--- src/rtl/line_buffer_pkg.sv ---
// Shared defaults and window addressing for the line-buffer / sliding-window datapath.
package line_buffer_pkg;

    localparam int DATA_WIDTH_DEF   = 8;
    localparam int IMG_WIDTH_DEF    = 854;
    localparam int IMG_HEIGHT_DEF   = 480;
    localparam int KERNEL_WIDTH_DEF = 3;

    // Bit offset of window element (r,c); r=0 is the oldest line, c=0 the oldest column.
    function automatic int win_idx(input int r, input int c, input int k, input int dw);
        return (r * k + c) * dw;
    endfunction

endpackage

--- src/rtl/window_pos_counter.sv ---
// Column/row position tracking, sof reload, emit/border decode and frame_done pulse.
// Border windows are emitted only when SLIDING_WINDOW_BORDER_OUT_EN is defined.
module window_pos_counter
    import line_buffer_pkg::*;
#(
    parameter int IMG_WIDTH    = IMG_WIDTH_DEF,
    parameter int IMG_HEIGHT   = IMG_HEIGHT_DEF,
    parameter int KERNEL_WIDTH = KERNEL_WIDTH_DEF
) (
    input  logic clk,
    input  logic rst,
    input  logic accept,
    input  logic sof,
    output logic emit,
    output logic border,
    output logic frame_done
);

    localparam int COL_W = $clog2(IMG_WIDTH);
    localparam int ROW_W = $clog2(IMG_HEIGHT);
    localparam logic [COL_W-1:0] COL_LAST = COL_W'(IMG_WIDTH - 1);
    localparam logic [ROW_W-1:0] ROW_LAST = ROW_W'(IMG_HEIGHT - 1);
    localparam logic [COL_W-1:0] COL_KM1  = COL_W'(KERNEL_WIDTH - 1);
    localparam logic [ROW_W-1:0] ROW_KM1  = ROW_W'(KERNEL_WIDTH - 1);

    logic [COL_W-1:0] col_r;
    logic [ROW_W-1:0] row_r;
    logic [COL_W-1:0] cur_col_s;
    logic [ROW_W-1:0] cur_row_s;
    logic [COL_W-1:0] col_nxt_s;
    logic [ROW_W-1:0] row_nxt_s;
    logic             last_s;
    logic             frame_done_r;

    // Position of the beat being accepted (sof forces 0,0) and the position that follows it.
    always_comb begin
        cur_col_s = sof ? {COL_W{1'b0}} : col_r;
        cur_row_s = sof ? {ROW_W{1'b0}} : row_r;
        col_nxt_s = cur_col_s;
        row_nxt_s = cur_row_s;
        if (cur_col_s == COL_LAST) begin
            col_nxt_s = {COL_W{1'b0}};
            if (cur_row_s == ROW_LAST) begin
                row_nxt_s = {ROW_W{1'b0}};
            end else begin
                row_nxt_s = cur_row_s + {{(ROW_W-1){1'b0}}, 1'b1};
            end
        end else begin
            col_nxt_s = cur_col_s + {{(COL_W-1){1'b0}}, 1'b1};
        end
        last_s = (cur_col_s == COL_LAST) && (cur_row_s == ROW_LAST);
    end

    // Emit/border decode on the accepted beat's position, before it advances.
    always_comb begin
`ifdef SLIDING_WINDOW_BORDER_OUT_EN
        emit   = (cur_row_s >= ROW_KM1);
        border = (cur_col_s < COL_KM1);
`else
        emit   = (cur_row_s >= ROW_KM1) && (cur_col_s >= COL_KM1);
        border = 1'b0;
`endif
    end

    // Position counters advance only on accepted beats.
    always_ff @(posedge clk or posedge rst) begin
        if (rst) begin
            col_r <= {COL_W{1'b0}};
            row_r <= {ROW_W{1'b0}};
        end else if (accept) begin
            col_r <= col_nxt_s;
            row_r <= row_nxt_s;
        end
    end

    // One-cycle pulse after the last pixel of a frame is accepted.
    always_ff @(posedge clk or posedge rst) begin
        if (rst) begin
            frame_done_r <= 1'b0;
        end else begin
            frame_done_r <= accept && last_s;
        end
    end

    assign frame_done = frame_done_r;

endmodule

--- src/rtl/sliding_window_gen.sv ---
// KxK sliding window generator fed by the line-buffer FIFO taps, with a single output stage.
// Optional macro SLIDING_WINDOW_BORDER_OUT_EN also emits left-edge windows flagged by window_border.
module sliding_window_gen
    import line_buffer_pkg::*;
#(
    parameter int DATA_WIDTH   = DATA_WIDTH_DEF,
    parameter int IMG_WIDTH    = IMG_WIDTH_DEF,
    parameter int IMG_HEIGHT   = IMG_HEIGHT_DEF,
    parameter int KERNEL_WIDTH = KERNEL_WIDTH_DEF
) (
    input  logic                                             clk,
    input  logic                                             rst,
    input  logic [DATA_WIDTH-1:0]                            in_data,
    input  logic [(KERNEL_WIDTH-1)*DATA_WIDTH-1:0]           taps_data,
    input  logic                                             in_sof,
    input  logic                                             in_valid,
    output logic                                             in_ready,
    output logic [KERNEL_WIDTH*KERNEL_WIDTH*DATA_WIDTH-1:0]  window_data,
    output logic                                             window_valid,
    input  logic                                             window_ready,
    output logic                                             window_border,
    output logic                                             frame_done
);

    localparam int K  = KERNEL_WIDTH;
    localparam int DW = DATA_WIDTH;
    localparam int WW = K * K * DW;

    logic [WW-1:0] shift_r;
    logic [WW-1:0] shifted_s;
    logic [WW-1:0] window_data_r;
    logic          window_valid_r;
    logic          window_border_r;
    logic          in_ready_s;
    logic          accept_s;
    logic          emit_s;
    logic          border_s;

    assign in_ready_s = ~window_valid_r | window_ready;
    assign accept_s   = in_valid & in_ready_s;

    window_pos_counter #(
        .IMG_WIDTH    (IMG_WIDTH),
        .IMG_HEIGHT   (IMG_HEIGHT),
        .KERNEL_WIDTH (KERNEL_WIDTH)
    ) u_pos (
        .clk        (clk),
        .rst        (rst),
        .accept     (accept_s),
        .sof        (in_sof),
        .emit       (emit_s),
        .border     (border_s),
        .frame_done (frame_done)
    );

    // Window after one shift: every row moves left, the new column enters at c=K-1.
    always_comb begin
        shifted_s = {WW{1'b0}};
        for (int r = 0; r < K; r++) begin
            for (int c = 0; c < K; c++) begin
                if (c < K - 1) begin
                    shifted_s[win_idx(r, c, K, DW) +: DW] = shift_r[win_idx(r, c + 1, K, DW) +: DW];
                end else if (r == K - 1) begin
                    shifted_s[win_idx(r, c, K, DW) +: DW] = in_data;
                end else begin
                    shifted_s[win_idx(r, c, K, DW) +: DW] = taps_data[(K - 2 - r) * DW +: DW];
                end
            end
        end
    end

    // Shift array; frozen while the output stage is stalled.
    always_ff @(posedge clk or posedge rst) begin
        if (rst) begin
            shift_r <= {WW{1'b0}};
        end else if (accept_s) begin
            shift_r <= shifted_s;
        end
    end

    // Output stage: load on emit (also while draining, so no bubble), clear on drain.
    always_ff @(posedge clk or posedge rst) begin
        if (rst) begin
            window_data_r   <= {WW{1'b0}};
            window_valid_r  <= 1'b0;
            window_border_r <= 1'b0;
        end else if (accept_s && emit_s) begin
            window_data_r   <= shifted_s;
            window_valid_r  <= 1'b1;
            window_border_r <= border_s;
        end else if (window_ready) begin
            window_valid_r  <= 1'b0;
        end
    end

    assign in_ready      = in_ready_s;
    assign window_data   = window_data_r;
    assign window_valid  = window_valid_r;
    assign window_border = window_border_r;

endmodule

--- config.mk ---
export PLATFORM = sky130hd
export DESIGN_NAME = sliding_window_gen
export DESIGN_NICKNAME = d
export VERILOG_FILES = /design/src/rtl/line_buffer_pkg.sv /design/src/rtl/window_pos_counter.sv /design/src/rtl/sliding_window_gen.sv
export SDC_FILE = /design/constraint.sdc
export NUM_CORES = 1
export LEC_CHECK = 0
export CAP_MARGIN = 0
export CORE_MARGIN = 5
export CORE_UTILIZATION = 52
export DETAILED_ROUTE_END_ITERATION = 12
export MAX_ROUTING_LAYER = met4
export PLACE_DENSITY = 0.83
export SYNTH_ARGS = -nofsm -noshare
export SYNTH_HDL_FRONTEND = slang
export SYNTH_SLANG_ARGS = --single-unit
--- constraint.sdc ---
create_clock -name clk -period 5.95 [get_ports clk]
set_input_delay 1.19 -clock clk [delete_from_list [all_inputs] [get_ports clk]]
set_output_delay 1.19 -clock clk [all_outputs]
set_load 0.01 [all_outputs]
==> metrics, run 1 <==
result of the run finished, final reports clean; Top cell by count, worst path clkdlybuf4s50_1; post-synth top area share approximately three fifths; hold crit path type flip-flop to flip-flop; fin crit share around three fifths; CORE AREA between 10,000 and 15,000 um^2; Die ar. 13,400 um^2; relative slew slack 39.8%; CP top delay family buffers and inverters; FF+latch count, synth 141; setup bufs post-CTS 0; first-pass GRT wire length roughly 22 mm; slowest CP cell clkdlybuf4s50_1; Fillers 813; Seq/Total Area, Yosys 60.6%; Slew Viols, Final 0; CP Max Fanout 4; Worst setup EP type output pin; register area 3530 um^2; RSZ-0062 raised after global routing no; Synth Instances slightly above 500; Synth Area in Simple Gates roughly 16%; IO buf count 103; vias in the first global route approximately 4,400; row count 38; final setup TNS 0 ns; Top Ports 105; most common cell in the netlist nand2_1; Post-CTS Resized 0; Synth Cell Area 5830 um^2; Clock transition at path regs 0.06 ns; Via Count 4,140; Worst-Skew Late Latency 0.52 ns; pin count of the biggest net entering global routing 104; Post-Synth XOR/XNOR Area 0.150%; Total Wirelength 12.8 mm; peak supply drop 257 uV; Net count, final roughly 640; largest family of logic cells by synthesized area simple AND/OR/NAND/NOR gates; clock buffer depth 2; top_reg_cell synth dfrtp_1; EDFF count, synth 0; combinational share of power about 28%; actual slew at the worst max-slew pin 0.903 ns; Lkg Pwr approximately 3.6 nW; post-synthesis compound-gate area fraction around 4.7%; layout cells sized above 1 between 10% and 20%; Ys Warns 0; Area contributors post-synth dfrtp_1 61%, mux2_2 14%, nand2_1 11%; Die Span X 116 um; final setup fails 0; n_diodes 0; Area Growth Syn to Fin 28.8%; asr flop ratio synth 100%; Initial Util 53.5%; area of the multi-input gates about 2100 um^2; CP Data Arrival Time 2.34 ns; Final Hold Fails 0; initial drt markers 275; grt ovf 0; Post-synth top cells 163 x nand2_1, 141 x dfrtp_1, 72 x mux2_2; Switch Pwr around 0.00092 W; clock period minus worst slack between 3 and 4 ns; Data required, critical path 4.76 ns; clk root buf clkbuf_8; CTS Sinks 141; CP Buf/Inv Count 2; GRT Util Overall between 20% and 30%; Setup Crit Path Kind primary input to output pin; Clk pwr share between 30% and 40%; crit-path max cell delay 0.55 ns; dpl hpwl 8.16 mm; die height between 100 and 150 um; Reg power frac 41.6%; Final Skew 0.00697 ns; post-route ant nets 0; mux contribution to synthesized area 13.9%; H-tree depth 4; syn_nets 542; drt wl/cell 16.8 um; Syn Area/Cell 11.5 um^2; Cell variety after synth between 50 and 60; critical-path cell list clkdlybuf4s50_1, or2b_1, clkdlybuf4s50_1; Post-Synth Adder-Cell Area 1.07%; Final GP Congestion 0.840; residual DRC count 0; cell internal pwr 0.00243 W; pwr dens 447 nW/um^2; cell taking the most area after synthesis dfrtp_1; CTS Buf Count 17; DP Area slightly below 7000 um^2; Sw Ratio between 20% and 30%; initial antenna violation count 0; CTS tree yes; Post-Layout Inst Area 7500 um^2; vias per cell 5.43; Setup crit start kind primary input; max cap viols 0; drt first pass iters 4; fmax 0.283 GHz; hold buffers post-CTS 0
==> cells by family (layout without fill, tap and decap cells) <==
logic type                 after synthesis  in the layout
other                                    1              1
adders and majority gates                5              5
buffers and inverters                   33            147
xor gates and xnor gates                 1              1
AOI/OAI and AO/OA                       40             40
DFF                                    141            141
and+or+nand+nor                        215            215
muxes                                   72             72
==> worst paths after layout <==
kind,start,cells past startpoint,end,slack (ns)
max in group asynchronous,rst,3,shift_r[70]$_DFFE_PP0P_,3.64
min reg2reg,shift_r[56]$_DFFE_PP0P_,2,shift_r[56]$_DFFE_PP0P_,0.48
min in group asynchronous,rst,2,shift_r[21]$_DFFE_PP0P_,1.23
max reg2reg,u_pos.col_r[3]$_DFFE_PP0P_,6,u_pos.row_r[5]$_DFFE_PP0P_,3.40
min,shift_r[56]$_DFFE_PP0P_,2,shift_r[56]$_DFFE_PP0P_,0.48
max,window_ready,3,in_ready,2.42
==> state kept, by name (all words and copies together), names as in the netlist <==
| signal | flops |
|---|---|
| u_pos.row_r | 9 |
| shift_r | 48 |
| window_data | 72 |
| u_pos.frame_done | 1 |
| u_pos.col_r | 10 |
| window_valid | 1 |
==> tightest hold or removal path, delay by kind of cell, from the launching register on <==
kind,cells,cell delay [ns]
flops,1,0.34
simple gates,2,0.10
==> metrics by stage <==
stage	utilization, %	hold WS (ns)	setup WS, ns	power (W)	instances
floorplan	-	0.442	0.979	0.00178	508
global placement	63.7	0.454	2.19	0.00233	731
detailed placement	63.7	0.459	2.12	0.00237	731
CTS	68.9	0.474	2.41	0.00340	762
global route	68.9	0.500	2.22	0.00353	762
finish	68.9	0.475	2.42	0.00336	762
==> metal layers <==
metal / up-vias / share of wire [%] / GRT usage, %
li1: 1918 / - / -
met1: 2030 / 40 / 25.9
met2: 166 / 50 / 33.0
met3: 26 / 8.2 / 6.89
met4: 0 / 1.8 / 7.35
met5: - / 0 / -
==> cell type report <==
| class | count | area share, % |
|---|---|---|
| timing repair buffer | 110 | 14.4 |
| multi-input combinational | 334 | 28.3 |
| clock buffer | 21 | 5.99 |
| clock inverter | 10 | 1.53 |
| sequential | 141 | 47.0 |
| inverter | 6 | 0.367 |
| tap | 140 | 2.34 |
==> cells in the final DEF, fill, tap and decap left out, types with 2 or more instances in the layout <==
master,count
o31ai_1,10
nor3_1,7
and4b_1,2
clkinv_2,3
nor2b_1,3
nor4b_1,2
o21ai_1,2
and3_1,2
dfrtp_1,141
clkbuf_16,16
nand2b_1,5
nor4_1,4
bufinv_16,2
buf_4,7
a21oi_1,7
clkbuf_1,2
nor2_1,3
mux2_2,72
clkdlybuf4s50_1,103
a22oi_1,2
nand4b_1,2
o21ai_0,10
ha_1,5
nand2_1,163
clkbuf_8,3
inv_1,5
nand3_1,5
nand4_1,3
inv_6,2
clkinvlp_4,3
==> power groups by stage <==
stage	clock [W]	combinational, W	sequential (W)
CTS	0.00103	0.000973	0.00140
global route	0.00107	0.00103	0.00143
floorplan	0	0.000301	0.00148
finish	0.00101	0.000953	0.00139
detailed placement	0	0.000962	0.00141
global placement	0	0.000937	0.00139
Power figures use the tool's default switching activity.
==> run 2: changes to the inputs <==
--- a/config.mk
+++ b/config.mk
@@ -7,10 +7,10 @@
 export LEC_CHECK = 0
 export CAP_MARGIN = 0
 export CORE_MARGIN = 5
-export CORE_UTILIZATION = 52
+export CORE_UTILIZATION = 47
 export DETAILED_ROUTE_END_ITERATION = 12
 export MAX_ROUTING_LAYER = met4
-export PLACE_DENSITY = 0.83
+export PLACE_DENSITY = 0.8
 export SYNTH_ARGS = -nofsm -noshare
 export SYNTH_HDL_FRONTEND = slang
 export SYNTH_SLANG_ARGS = --single-unit
==> constraint.sdc (replaced) <==
create_clock -name clk -period 2.9 [get_ports clk]
set_input_delay 0.58 -clock clk [delete_from_list [all_inputs] [get_ports clk]]
set_output_delay 0.58 -clock clk [all_outputs]
set_load 0.01 [all_outputs]
==> metrics, run 2 (synthesis results as in run 1) <==
fmax 0.403 GHz; relative slew slack 48.1% (+8.4 points); Final Skew 0.00909 ns (+0.00212 ns); Net count, final 651 (+1.1%); CTS tree yes; Fillers 923 (+14%); drt first pass iters 5 (+1); Setup Crit Path Kind primary input to flip-flop; hold buffers post-CTS 0 (unchanged); die height 121 um (+4.7%); Data required, critical path 3.21 ns (-1.55 ns); final setup TNS 0 ns (unchanged); result of the run finished, final reports clean; vias per cell 5.17 (-4.8%); residual DRC count 0 (unchanged); grt ovf 0 (unchanged); Final Hold Fails 0 (unchanged); CTS Buf Count 17 (unchanged); Final GP Congestion 0.872 (+3.8%); Worst-Skew Late Latency 0.42 ns (-0.10 ns); Slew Viols, Final 0 (unchanged); clock buffer depth 2 (unchanged); most common cell after layout, fill and taps aside nand2_1; first-pass GRT wire length 21.5 mm (about the same); clk root buf clkbuf_16; Via Count 4,127 (-0.31%); vias in the first global route 4,312 (-1.5%); H-tree depth 4 (unchanged); CP Data Arrival Time 2.79 ns (+0.45 ns); layout cells sized above 1 20.3% (+1.2 points); initial drt markers 344 (+25%); most frequent cells in the layout 163 x nand2_1, 141 x dfrtp_1, 103 x clkdlybuf4s50_1, 72 x mux2_2, 17 x clkbuf_16; dpl ws 0.0269 ns (-2.09 ns); GRT Util Overall 19.0% (-2.0 points); max cap viols 0 (unchanged); Total Wirelength 12.6 mm (-1.7%); Post-Layout Inst Area 7690 um^2 (+2.5%); Top Ports 105 (unchanged); Post-Layout Cell Count 798 (+4.7%); dpl hpwl 8.48 mm (+3.9%); actual slew at the worst max-slew pin 0.778 ns (-0.125 ns); clock period minus worst slack around 2.5 ns; initial antenna violation count 0 (unchanged); IO buf count 103 (unchanged); placed insts 766 (+4.8%); final setup fails 0 (unchanged); Setup crit start kind primary input; row count 40 (+5.3%); Clock transition at path regs 0.06 ns (about the same); setup ws final 0.418 ns (-2.00 ns); n_diodes 0 (unchanged); Die ar. 14,700 um^2 (+9.7%); hold crit path type flip-flop to flip-flop; post-layout util 63.8% (-5.1 points); pin count of the biggest net entering global routing 142 (+37%); CP Max Fanout 13 (+9); Lkg Pwr 3.64 nW (+2.3%); Area Growth Syn to Fin 32.0%; DP Area 7060 um^2 (+1.8%); CORE AREA 12,100 um^2 (+11%); setup bufs post-CTS 0 (unchanged); peak supply drop 576 uV (+120%); RSZ-0062 raised after global routing no; Initial Util 48.3% (-5.2 points); Die Span X 121 um (+4.7%); Post-CTS Resized 0 (unchanged); pwr dens 926 nW/um^2 (+110%); drt wl/cell 15.8 um (-6.1%); post-route ant nets 0 (unchanged); fin crit share 85.6%; Worst setup EP type flip-flop; CTS Sinks 141 (unchanged); max FFs per register 72 (unchanged)
-- run 2: changes by cell type in the layout (fill, tap and decap cells not counted) --
cell | before | now
clkbuf_8 | 3 | 1
inv_8 | 0 | 1
clkbuf_16 | 16 | 17
buf_12 | 0 | 3
bufinv_16 | 2 | 4
clkbuf_1 | 2 | 1
buf_4 | 7 | 11
-- run 2: critical path: stages --
cell and delay (ns):
clkdlybuf4s50_1 0.45, buf_4 0.19, nand2b_1 0.17, inv_1 0.06
ha_1 0.17, nand4b_1 0.12, or4_1 0.59, o21bai_4 0.19
o21ai_1 0.09, a21o_1 0.17
-- run 2: through the flow --
stage | hold WS, ns | total power, W
4_1_cts | 0.474 | 0.00721
2_1_floorplan | 0.442 | 0.00366
3_5_place_dp | 0.459 | 0.00488
6_report | 0.468 | 0.00712
5_1_grt | 0.484 | 0.00747
3_3_place_gp | 0.454 | 0.00479
-- run 2: metal layers --
metal	track usage [%]	vias to the layer above	wire [um]
met2	29.2	114	6230
met3	5.13	16	615
met5	-	-	0
met1	24.0	2067	5510
li1	-	1930	-
met4	8.12	0	250
-- run 2: final timing paths --
path,start,endpoint,slack [ns],cells after the start
worst min register to register,shift_r[13]$_DFFE_PP0P_,shift_r[13]$_DFFE_PP0P_,0.47,2
worst max-delay path,in_sof,u_pos.row_r[3]$_DFFE_PP0P_,0.42,10
worst max register to register,u_pos.col_r[1]$_DFFE_PP0P_,window_data[70]$_DFFE_PP0P_,0.75,8
max in group asynchronous,rst,u_pos.col_r[1]$_DFFE_PP0P_,1.59,3
worst min-delay path,shift_r[13]$_DFFE_PP0P_,shift_r[13]$_DFFE_PP0P_,0.47,2
min in group asynchronous,rst,u_pos.row_r[4]$_DFFE_PP0P_,0.69,3
-- run 2: area by class of cell --
type / count / area [um^2] / share of cell area, %
Clock buffer: 19 / 443 / 5.76
Clock inverter: 13 / 188 / 2.44
Inverter: 6 / 26.3 / 0.342
Multi-Input combinational cell: 334 / 2120 / 27.6
Sequential cell: 141 / 3530 / 45.9
Tap cell: 168 / 210 / 2.73
Timing Repair Buffer: 117 / 1170 / 15.3
-- run 2: report_power, final --
part	switching [W]	internal [W]	total (W)
clock	0.000831	0.00147	0.00230
sequential	0.000329	0.00253	0.00286
combinational	0.000750	0.00121	0.00196
total	0.00191	0.00521	0.00712
==> run 3: changes to the inputs <==
--- a/config.mk
+++ b/config.mk
@@ -9,6 +9,7 @@
 export CORE_MARGIN = 5
 export CORE_UTILIZATION = 47
 export DETAILED_ROUTE_END_ITERATION = 12
+export HOLD_SLACK_MARGIN = 0.08
 export MAX_ROUTING_LAYER = met4
 export PLACE_DENSITY = 0.8
 export SYNTH_ARGS = -nofsm -noshare
==> results of run 3 <==
The final DEF is identical to that of run 2; final timing and power are the same.
